--- src/rtl/ctrl_encoder.sv ---
// ctrl_encoder: packs decoded control bundles into 9-bit words
// and streams them into instruction memory, flagging illegal bundles.
module ctrl_encoder #(
  parameter int AW = 8
) (
  input  logic          Clk,
  input  logic          Reset,
  input  logic          start,
  input  logic          stop,
  input  logic          in_valid,
  output logic          in_ready,
  input  logic [2:0]    ALUOp,
  input  logic          isAdd,
  input  logic          isShift,
  input  logic          isBranch,
  input  logic          MemtoReg,
  input  logic          MemWrite,
  input  logic          RegWrite,
  input  logic [5:0]    operand,
  output logic          mem_we,
  output logic [AW-1:0] mem_addr,
  output logic [8:0]    mem_wdata,
  output logic          busy,
  output logic          done,
  output logic          err,
  output logic [AW-1:0] err_addr,
  output logic [AW:0]   count
);

  localparam logic [1:0] IDLE = 2'd0;
  localparam logic [1:0] RUN  = 2'd1;
  localparam logic [1:0] HALT = 2'd2;

  localparam logic [AW-1:0] LAST  = {AW{1'b1}};
  localparam logic [AW-1:0] A_ONE = {{(AW-1){1'b0}}, 1'b1};
  localparam logic [AW:0]   C_ONE = {{AW{1'b0}}, 1'b1};

  logic [1:0]    state;
  logic [AW-1:0] waddr;
  logic [5:0]    canon;
  logic [5:0]    flags;
  logic          legal;
  logic          accept;

  assign flags = {isAdd, isShift, isBranch,
                  MemtoReg, MemWrite, RegWrite};

  // canonical flag set for each ALUOp
  always_comb begin
    canon = 6'b000001;
    unique case (1'b1)
      (ALUOp == 3'd0): canon = 6'b100001;
      (ALUOp == 3'd1): canon = 6'b010001;
      (ALUOp == 3'd3): canon = 6'b001000;
      (ALUOp == 3'd4): canon = 6'b000101;
      (ALUOp == 3'd5): canon = 6'b000010;
      default:         canon = 6'b000001;
    endcase
  end

  assign legal    = (flags == canon);
  assign in_ready = (state == RUN) && !start && !stop;
  assign accept   = in_valid && in_ready;
  assign busy     = (state == RUN);
  assign done     = (state == HALT);

  // sequencing: state, write address, count and error capture
  always_ff @(posedge Clk or negedge Reset) begin
    if (!Reset) begin
      state    <= IDLE;
      waddr    <= '0;
      count    <= '0;
      err      <= 1'b0;
      err_addr <= '0;
    end else if (start) begin
      state    <= RUN;
      waddr    <= '0;
      count    <= '0;
      err      <= 1'b0;
      err_addr <= '0;
    end else if (stop) begin
      if (state == RUN) state <= HALT;
    end else if (accept) begin
      if (legal) begin
        count <= count + C_ONE;
        if (waddr == LAST) state <= HALT;
        else               waddr <= waddr + A_ONE;
      end else begin
        err <= 1'b1;
        if (!err) err_addr <= waddr;
      end
    end
  end

  // memory write port: one-cycle strobe, address/data hold otherwise
  always_ff @(posedge Clk or negedge Reset) begin
    if (!Reset) begin
      mem_we    <= 1'b0;
      mem_addr  <= '0;
      mem_wdata <= '0;
    end else begin
      mem_we <= accept && legal;
      if (accept && legal) begin
        mem_addr  <= waddr;
        mem_wdata <= {ALUOp, operand};
      end
    end
  end

endmodule

--- config.mk ---
export PLATFORM = sky130hd
export DESIGN_NAME = ctrl_encoder
export DESIGN_NICKNAME = d
export VERILOG_FILES = /design/src/rtl/ctrl_encoder.sv
export SDC_FILE = /design/constraint.sdc
export NUM_CORES = 1
export LEC_CHECK = 0
export ABC_AREA = 1
export CORE_ASPECT_RATIO = 0.8
export CORE_MARGIN = 3
export CORE_UTILIZATION = 37
export CTS_CLUSTER_SIZE = 24
export DETAILED_ROUTE_END_ITERATION = 10
export DONT_BUFFER_PORTS = 1
export HOLD_SLACK_MARGIN = 0.15
export PLACE_DENSITY = 0.49
export SETUP_SLACK_MARGIN = 0.3
export SLEW_MARGIN = 20
export SYNTH_ARGS = -nofsm -noshare
export SYNTH_HDL_FRONTEND = slang
export SYNTH_SLANG_ARGS = --single-unit
--- constraint.sdc ---
create_clock -name Clk -period 1.7 [get_ports Clk]
set_clock_uncertainty 0.1 [all_clocks]
set_input_delay 0.425 -clock Clk [delete_from_list [all_inputs] [get_ports Clk]]
set_output_delay 0.425 -clock Clk [all_outputs]
set_load 0.01 [all_outputs]
==> out/metrics.csv <==
metric,value,unit
clock power share,0.330,
1st-pass router iterations,7,
detailed-route wire length per cell,14.21,um
CP Launch Type,flop,
Util after Layout,0.5737,
syn nets,330,
final antenna-violating net count,0,
Cell Rows,25,
fmax,609.2,MHz
CP endpoint kind,output pin,
Cells after Synth,308,
CTS Root Cell,clkbuf_8,
number of H-tree levels,2,
Vias/cell,4.796,
Switch Pwr,731.6,uW
failing checks,hold timing,
die area,7498,um^2
Int Pwr,1.844,mW
Initial DRC Count,85,
Routed WL,6351,um
crit path DAT,1.12,ns
Net Sw Frac,0.2840,
Cell variety after synth,29,
worst-skew pair later-pin latency,0.31,ns
Global Route Usage Sum,0.1754,
max-cap viol count,0,
max-slew violation count,0,
CP required,1.17,ns
initial antenna violation count,0,
worst-path maximum fanout,2,
Slew HR,0.7270,
largest net degree at the start of global routing,47,
Yosys Warn Count,0,
total power per unit cell area,736.0,nW/um^2
Mapped Area,2401,um^2
Nets,387,
Syn-to-layout area delta,45.75,%
Logic pwr share,0.194,
CP Class,reg -> out,
worst slew pin tran,0.4080,ns
fillers,567,
Post-synth EDFFs,0,
clock buffer count from CTS,5,
PnR worst setup slack,0.05844,ns
Synth Area per Inst,7.796,um^2
Die H,78.05,um
Setup WS pre-CTS,-0.1743,ns
RSZ-0062 raised after global routing,true,
fraction of layout cells with a size suffix above 1,0.4016,
Async SR Flop Fraction,1.000,
# IOs,59,
Synth area leaders,"dfrtp_1 48%, nand2_1 19%, nor2_1 4.2%",
antenna cells,0,
register area share after synthesis,0.4794,
Pleak,1.633,nW
CTS tree,done,
Port-buffer cells,0,
wire length of the first global-routing pass,10340,um
Initial Utilization,0.3936,
Tcrit/Tclk final,0.9656,
Overflow after GRT,0,
routed vias,2144,
final hold vios,46,
CTS sink cnt,46,
min Tclk post-route,1.642,ns
die width,96.07,um
DPL Wire Length,4108,um
# DRC,0,
Synth area leader,dfrtp_1,
Min Hold Slack,-0.3030,ns
"CTS clk-pin slew, worst paths",0.10,ns
buffer depth of the longest clock path,2,
#FFs+latches synth,46,
Reg power frac,0.476,
final setup violating endpoints,0,
share of the synthesized area in the top cell type,0.4794,
vias in the first global route,2134,
outcome,"finished, violations left",
GPL Wtd Cong,0.8131,
Max rail drop VDD,393.0,uV
Most used DFF post-synth,dfrtp_1,
core area,6100,um^2
worst min-delay path class,in -> async,
-- cells in the final DEF (no fill, tap or decap), types with 6 or more instances in the layout --
master and n:
buf_4 30, nand2_4 10, nor2_4 9, o21ai_2 7, o21ai_1 13, nand2_2 28
dfrtp_1 45, nor2_1 17, buf_6 16, inv_1 15, nand3_1 7, nor2_2 6
nand4_1 9, dlygate4sd3_1 7, nand2_1 88, nand2_8 6
-- metal layers --
| layer | up-vias | part of all wire | GRT usage |
|---|---|---|---|
| met1 | 992 | 0.50 | 0.2597 |
| li1 | 1095 | - | - |
| met2 | 50 | 0.43 | 0.2509 |
| met3 | 7 | 0.063 | 0.04598 |
| met4 | 0 | 0.012 | 0.04688 |
| met5 | - | 0 | 0 |
-- layout make-up --
| cell class | instances | area, um^2 | share of cell area |
|---|---|---|---|
| Clock buffer | 5 | 68.82 | 0.01966 |
| Clock inverter | 3 | 43.79 | 0.01251 |
| Inverter | 23 | 105.1 | 0.03003 |
| Multi-Input combinational cell | 232 | 1473 | 0.4208 |
| Sequential cell | 46 | 1152 | 0.3293 |
| Tap cell | 81 | 101.3 | 0.02896 |
| Timing Repair Buffer | 57 | 555.5 | 0.1587 |
-- kinds of logic (layout without fill, tap and decap cells) --
kind of cell | count (synthesis) | in the layout | synth area share
adder cells (fa/ha/maj) | 2 | 2 | 0.01042
AND/OR/NAND/NOR | 193 | 194 | 0.3538
flip-flops | 46 | 46 | 0.4794
AO/OA/AOI/OAI | 31 | 31 | 0.07765
XOR/XNOR | 5 | 5 | 0.01824
buffers and inverters | 31 | 88 | 0.06045
-- registers in the layout, indices dropped and copies added, names as in the netlist --
register,cells
count,9
err,1
err_addr,8
mem_addr,8
mem_wdata,9
mem_we,1
state,2
waddr,8
-- cells in the mapped netlist (3+ instances only) --
cell and n:
nand2_1 123, dfrtp_1 46, nor2_1 27, inv_1 19, nand3_1 12, o21ai_0 12
nand4_1 9, o21ai_1 7, a21oi_1 6, nand2_2 6, inv_2 4, o21ai_2 4
buf_6 3, nand3b_1 3, nor2_2 3, xnor2_1 3
-- power by group through the flow --
stage          Clock, mW  Sequential [mW]  Combinational (mW)
3_5_place_dp           0             1.23               0.327
5_1_grt            0.923             1.23               0.555
3_3_place_gp           0             1.23               0.325
4_1_cts            0.869             1.21               0.398
2_1_floorplan          0             1.24               0.207
6_report           0.850             1.23               0.501
-- per-stage QoR --
stage	cells	power, mW	area (um^2)	TNS, ns
3_3_place_gp	407	1.556	2689	-4.997
5_1_grt	447	2.711	3500	-0.1600
4_1_cts	435	2.481	3089	0
3_5_place_dp	407	1.560	2689	-5.815
2_1_floorplan	308	1.449	2449	0
6_report	447	2.576	3500	0
-- worst max-delay path, cell delays in order, from the launching register on --
cell and delay [ns]:
dfrtp_1 0.38, inv_2 0.06, nor3_4 0.24, buf_6 0.14
-- what timing repair did --
action	4_1_cts	5_1_grt
hold buffers	6	1
setup endpoints to repair	51	54
pin swaps	11	31
resized for setup	32	79
gates cloned	1	1
endpoints found under the hold margin	52	47
buffers inserted	13	10
-- final timing paths --
check                             start           end  slack, ns  cells after the start
max in group asynchronous         Reset      count[2]       1.69                      0
min in group Clk                  start      count[0]       0.16                      3
max                            state[0]      in_ready       0.06                      3
min                               Reset  mem_wdata[6]      -0.30                      0
max reg2reg                    waddr[1]      state[0]       0.08                     10
min reg2reg                mem_wdata[4]  mem_wdata[4]       0.45                      2
Note: power is estimated with default switching activity, not from simulation.
